===== src/rtl/cv32e40p_instr_aligner_pkg.sv =====
// Shared types for the RV32IC instruction aligner.
package cv32e40p_pkg;

    typedef enum logic [1:0] {
        ALIGNED           = 2'd0,
        MISALIGNED        = 2'd1,
        BRANCH_MISALIGNED = 2'd2
    } aligner_state_e;

    localparam logic [1:0] OPC_32B = 2'b11;

endpackage


===== src/rtl/cv32e40p_instr_aligner.sv =====
// Re-aligns a word-aligned fetch stream into one RV32IC instruction per handshake, tracking the PC.
module cv32e40p_instr_aligner
    import cv32e40p_pkg::*;
#(
    parameter logic [31:0] RESET_PC = 32'h0000_0000
) (
    input  logic        clk,
    input  logic        rst_n,
    input  logic        fetch_valid_i,
    input  logic [31:0] fetch_rdata_i,
    output logic        fetch_ready_o,
    output logic        instr_valid_o,
    input  logic        instr_ready_i,
    output logic [31:0] instr_aligned_o,
    output logic        instr_compressed_o,
    output logic [31:0] pc_o,
    input  logic        branch_i,
    input  logic [31:0] branch_addr_i,
    input  logic        hwlp_jump_i,
    input  logic [31:0] hwlp_target_i
);

    aligner_state_e r_state, w_state_n;
    logic [31:0]    r_pc, w_pc_n;
    logic [15:0]    r_hold, w_hold_n;
    logic           r_hwlp_pend, w_hwlp_pend_n;
    logic [31:0]    r_hwlp_tgt, w_hwlp_tgt_n;

    logic           w_accept;
    logic           w_jump;
    logic [31:0]    w_jump_tgt;
    logic           w_pop;

    // A latched loop jump keeps its own target; a fresh one uses the live input.
    assign w_jump     = r_hwlp_pend | hwlp_jump_i;
    assign w_jump_tgt = r_hwlp_pend ? r_hwlp_tgt : hwlp_target_i;
    assign w_accept   = instr_valid_o & instr_ready_i;

    always_comb begin
        w_state_n       = r_state;
        w_pc_n          = r_pc;
        w_hold_n        = r_hold;
        w_hwlp_pend_n   = r_hwlp_pend;
        w_hwlp_tgt_n    = r_hwlp_tgt;
        instr_valid_o   = 1'b0;
        instr_aligned_o = 32'h0;
        w_pop           = 1'b0;

        unique case (r_state)
            ALIGNED: begin
                if (fetch_valid_i) begin
                    instr_valid_o = 1'b1;
                    if (fetch_rdata_i[1:0] == OPC_32B) begin
                        instr_aligned_o = fetch_rdata_i;
                        if (instr_ready_i) begin
                            w_pc_n = r_pc + 32'd4;
                            w_pop  = 1'b1;
                        end
                    end else begin
                        instr_aligned_o = {16'h0, fetch_rdata_i[15:0]};
                        if (instr_ready_i) begin
                            w_hold_n  = fetch_rdata_i[31:16];
                            w_pc_n    = r_pc + 32'd2;
                            w_pop     = 1'b1;
                            w_state_n = MISALIGNED;
                        end
                    end
                end
            end
            MISALIGNED: begin
                if (r_hold[1:0] != OPC_32B) begin
                    instr_valid_o   = 1'b1;
                    instr_aligned_o = {16'h0, r_hold};
                    if (instr_ready_i) begin
                        w_pc_n    = r_pc + 32'd2;
                        w_state_n = ALIGNED;
                    end
                end else if (fetch_valid_i) begin
                    instr_valid_o   = 1'b1;
                    instr_aligned_o = {fetch_rdata_i[15:0], r_hold};
                    if (instr_ready_i) begin
                        w_hold_n = fetch_rdata_i[31:16];
                        w_pc_n   = r_pc + 32'd4;
                        w_pop    = 1'b1;
                    end
                end
            end
            BRANCH_MISALIGNED: begin
                if (fetch_valid_i) begin
                    if (fetch_rdata_i[17:16] != OPC_32B) begin
                        instr_valid_o   = 1'b1;
                        instr_aligned_o = {16'h0, fetch_rdata_i[31:16]};
                        if (instr_ready_i) begin
                            w_pc_n    = r_pc + 32'd2;
                            w_pop     = 1'b1;
                            w_state_n = ALIGNED;
                        end
                    end else if (instr_ready_i) begin
                        // Upper half starts a 32-bit instruction: park it, PC stays on it.
                        w_hold_n  = fetch_rdata_i[31:16];
                        w_pop     = 1'b1;
                        w_state_n = MISALIGNED;
                    end
                end
            end
            default: w_state_n = ALIGNED;
        endcase

        if (branch_i) begin
            instr_valid_o = 1'b0;
            w_pop         = 1'b0;
            w_pc_n        = branch_addr_i;
            w_hold_n      = 16'h0;
            w_hwlp_pend_n = 1'b0;
            w_state_n     = branch_addr_i[1] ? BRANCH_MISALIGNED : ALIGNED;
        end else if (w_jump) begin
            if (w_accept) begin
                // Loop end retires now; the prefetcher already redirected, so keep its word.
                w_pop         = 1'b0;
                w_pc_n        = w_jump_tgt;
                w_hold_n      = 16'h0;
                w_hwlp_pend_n = 1'b0;
                w_state_n     = w_jump_tgt[1] ? BRANCH_MISALIGNED : ALIGNED;
            end else begin
                w_hwlp_pend_n = 1'b1;
                w_hwlp_tgt_n  = w_jump_tgt;
            end
        end
    end

    assign fetch_ready_o      = w_pop & fetch_valid_i;
    assign instr_compressed_o = (instr_aligned_o[1:0] != OPC_32B);
    assign pc_o               = r_pc;

    always_ff @(posedge clk or negedge rst_n) begin
        if (!rst_n) begin
            r_state     <= ALIGNED;
            r_pc        <= RESET_PC;
            r_hold      <= 16'h0;
            r_hwlp_pend <= 1'b0;
            r_hwlp_tgt  <= 32'h0;
        end else begin
            r_state     <= w_state_n;
            r_pc        <= w_pc_n;
            r_hold      <= w_hold_n;
            r_hwlp_pend <= w_hwlp_pend_n;
            r_hwlp_tgt  <= w_hwlp_tgt_n;
        end
    end

endmodule


===== config.mk =====
export PLATFORM = sky130hd
export DESIGN_NAME = cv32e40p_instr_aligner
export DESIGN_NICKNAME = d
export VERILOG_FILES = /design/src/rtl/cv32e40p_instr_aligner_pkg.sv /design/src/rtl/cv32e40p_instr_aligner.sv
export SDC_FILE = /design/constraint.sdc
export NUM_CORES = 1
export LEC_CHECK = 0
export ABC_AREA = 1
export CAP_MARGIN = 0
export CORE_ASPECT_RATIO = 2
export CORE_MARGIN = 3
export CORE_UTILIZATION = 47
export CTS_CLUSTER_DIAMETER = 30
export DETAILED_ROUTE_END_ITERATION = 16
export PLACE_DENSITY = 0.78
export SYNTH_ARGS = -nofsm -noshare
export SYNTH_HDL_FRONTEND = slang
export SYNTH_SLANG_ARGS = --single-unit
export TNS_END_PERCENT = 20

===== constraint.sdc =====
create_clock -name clk -period 1.94 [get_ports clk]
set_input_delay 0.194 -clock clk [delete_from_list [all_inputs] [get_ports clk]]
set_output_delay 0.194 -clock clk [all_outputs]
set_load 0.05 [all_outputs]

==> impl_metrics.py <==
metrics = {
    "status": {
        "status": "complete, but fails checks",
        "violations": "negative setup slack",
    },
    "floorplanning": {
        "io_pins": 169,
        "core_area_sq_um": 16000,
        "die_h_microns": 188,
        "rows": 65,
        "die_area_sq_um": 18200,
        "die_w_microns": 96.9,
        "initial_utilization": 0.485,
    },
    "cells_and_area": {
        "fin_util": 0.845,
        "drive_above_1_share": 0.346,
        "syn_to_final_growth_pct": 74.2,
        "nets": 1771,
        "stdcell_count": 1874,
        "fillers": 949,
    },
    "sta": {
        "fin_ws_ns": -0.402,
        "finalSetupViolCount": 82,
        "min_period_ns": 2.34,
        "fmax_mhz": 427,
        "max_slew_margin": 0.605,
        "finalHoldViolations": 0,
        "slew_violations": 0,
        "grt_setup_unrepaired": "true",
        "fin_crit_sh": 1.21,
        "tightest_slew_ns": 0.590,
        "timing.hold.ws_ns": 0.211,
        "clock-skew-final_ns": 0.00762,
    },
    "global_route": {
        "overflow": 0,
        "grt_pass1_vias": 11479,
        "antenna_found_initial": 0,
        "grt_usage": 0.453,
        "grt_max_degree": 71,
        "grt_pass1_wl_microns": 63800,
    },
    "placement": {
        "placed_cells": 1816,
        "dp.final_hpwl_microns": 30500,
        "pre_cts_ws_ns": -0.682,
        "place_congestion": 1.08,
        "port_buffers": 168,
    },
    "critical_path": {
        "crit_path_max_fanout": 4,
        "critPathBufInv": 3,
        "r2r_start": "pc_o[3]",
        "crit_path_end_kind": "flop",
        "r2r_cells": 12,
        "slowest_stage": "dfrtp_2",
        "startpoint_type": "flop",
        "r2r_setup_slack_ns": -0.40,
        "crit_family": "simple AND/OR/NAND/NOR gates",
        "path_common_cell": "nand2_1",
        "slowest_delay_ns": 0.49,
        "cp.required_ns": 2.18,
        "arrival_ns": 2.58,
        "crit_chain": "ha_4 > inv_4 > nor2_4 > buf_6 > buf_6 > nand4_1 > xor2_1 > nand2_1 > a31oi_1 > nand2_1 > nand2_1 > nand2_1",
        "criticalPathCategory": "flop to flop",
        "rr_endpoint": "pc_o[14]",
    },
    "route": {
        "drt_iter0_markers": 1383,
        "viasPerCell": 6.29,
        "wl_per_cell_microns": 24.1,
        "drc": 0,
        "drtPass1Iterations": 12,
        "num_vias": 11791,
        "routed_wl_microns": 45100,
        "antenna_left": 0,
    },
    "synth": {
        "synthCells": 1268,
        "syn_avg_cell_area_sq_um": 6.13,
        "synthTopCellsByCount": "nand2_1 (371), nand3_1 (134), nor2_1 (129), inv_1 (96), o21ai_0 (94)",
        "synth_ff_type": "dfrtp_1",
        "ys_warn_count": 0,
        "synthArstFlopShare": 1.00,
        "synth_cell_type_count": 48,
        "synth.most_common_cell": "nand2_1",
        "synth_edf_count": 0,
        "yosysSeqAreaShare": 0.267,
        "synth_area_leaders": "dfrtp_1 (27%), nand2_1 (18%), nand3_1 (8.6%), nor2_1 (6.2%), o21ai_0 (6.1%)",
        "yosysTopAreaCell": "dfrtp_1",
        "synth_nets": 1372,
        "ys_ff_latch": 83,
        "synth.top_cell.area_share": 0.267,
        "syn_area_sq_um": 7770,
    },
    "power_and_ir_drop": {
        "switching_share": 0.446,
        "intPower_mw": 4.81,
        "power_frac_comb": 0.522,
        "power_leakage_nw": 6.19,
        "pwr-share-seq": 0.261,
        "finalPower_mw": 8.68,
        "peakVddDrop_mv": 0.699,
        "power_density_nw_per_um2": 641,
        "p_switching_mw": 3.87,
        "clkPwrFrac": 0.217,
    },
    "min_path": {
        "hold_end": "pc_o[8]",
        "worstHoldStart": "branch_i",
        "worstHoldPathCells": 3,
        "min_path_type": "primary input to flop",
    },
    "clocking": {
        "clock_tree.root_cell": "clkbuf_16",
        "clkLatencyLatePin_ns": 0.35,
        "clock-sinks": 83,
        "clockBufferDepth": 2,
        "numCtsBuffers": 9,
        "cts_tree": "done",
        "cts.clk_slew.worst_paths_ns": 0.07,
        "htreeDepth": 3,
    },
    "run": {
        "maxCapViolCount": 0,
    },
}
state kept, by name (all words and copies together) (netlist names):
signal       cells
r_state          2
r_hwlp_pend      1
r_hwlp_tgt      32
pc_o            32
r_hold          16
placed cells by master (no fill, tap or decap), drive strengths merged, types with 2 or more instances in the layout:
| master | count |
|---|---|
| clkbuf | 9 |
| o21bai | 3 |
| buf | 338 |
| a31oi | 7 |
| nor3 | 9 |
| or2 | 3 |
| xor2 | 28 |
| nor2 | 140 |
| o21ai | 115 |
| o2111ai | 2 |
| o211ai | 13 |
| clkdlybuf4s50 | 103 |
| nand3 | 135 |
| o22ai | 10 |
| nand4 | 18 |
| ha | 2 |
| inv | 116 |
| o221ai | 18 |
| dlygate4sd2 | 4 |
| mux2i | 24 |
| nand2 | 377 |
| dfrtp | 83 |
| nand3b | 3 |
| o31ai | 3 |
| clkinvlp | 2 |
| clkinv | 3 |
| a21oi | 93 |
worst max path at each step:
stage | start | to | depth (start not counted) | slack [ns]
after floorplan | r_hold[0] | instr_aligned_o[18] | 5 | -0.35
after global placement | fetch_valid_i | pc_o[6] | 15 | -0.71
after detailed placement | fetch_valid_i | pc_o[6] | 15 | -0.68
after CTS | pc_o[2] | pc_o[28] | 13 | -0.21
after global routing | pc_o[3] | pc_o[14] | 12 | -0.48
final | pc_o[3] | pc_o[14] | 12 | -0.40
power groups by stage:
stage	Clock [mW]	Sequential, mW	Combinational, mW
5_1_grt	1.95	2.28	4.75
3_3_place_gp	0	2.25	3.77
2_1_floorplan	0	2.59	1.60
4_1_cts	1.87	2.24	4.02
6_report	1.88	2.27	4.53
3_5_place_dp	0	2.26	3.82
layout make-up:
class | instances | area [sq um] | share of cell area
repair buffers | 447 | 4430 | 0.327
inverters | 115 | 448 | 0.0331
clock inverters | 7 | 82.6 | 0.00610
well taps | 201 | 251 | 0.0186
diodes | 1 | 2.50 | 0.000185
clock buffers | 9 | 225 | 0.0166
multi-input cells | 1011 | 6010 | 0.444
flip-flops and latches | 83 | 2090 | 0.154
tightest hold or removal path, cell delays in order:
cell and delay, ns:
buf_2 0.16, nand2_1 0.09, nand2_1 0.08
per-stage QoR:
step / cell area (sq um) / setup TNS (ns)
final: 13500 / -14.14
after global routing: 13500 / -19.63
after CTS: 12700 / -4.06
after detailed placement: 11800 / -27.37
after global placement: 11800 / -27.75
after floorplan: 7830 / -11.82
repair_timing:
item,4_1_cts,5_1_grt
resized for setup,121,192
cloned,0,0
hold buffers,1,0
hold endpoints to repair,13,0
pin swaps,14,78
endpoints found under the setup margin,84,109
setup buffers,18,28
per-layer routing:
| layer | part of all wire | up-vias | wire length (microns) | global-route usage |
|---|---|---|---|---|
| met2 | 0.47 | 986 | 21400 | 0.778 |
| met3 | 0.10 | 443 | 4560 | 0.0882 |
| li1 | - | 5031 | - | - |
| met1 | 0.29 | 5331 | 13200 | 0.453 |
| met4 | 0.13 | 0 | 5990 | 0.410 |
| met5 | 0 | - | 0 | 0 |
cells by family (layout without fill, tap and decap cells):
group	count (synthesis)	after routing	share of synthesized area
other	0	1	0
flip-flops	83	83	0.267
AO/OA/AOI/OAI	270	270	0.200
AND/OR/NAND/NOR	687	687	0.377
buffers and inverters	174	578	0.0900
multiplexers	24	24	0.0309
XOR/XNOR	28	28	0.0316
adder cells (fa/ha/maj)	2	2	0.00322
Power figures use the tool's default switching activity.
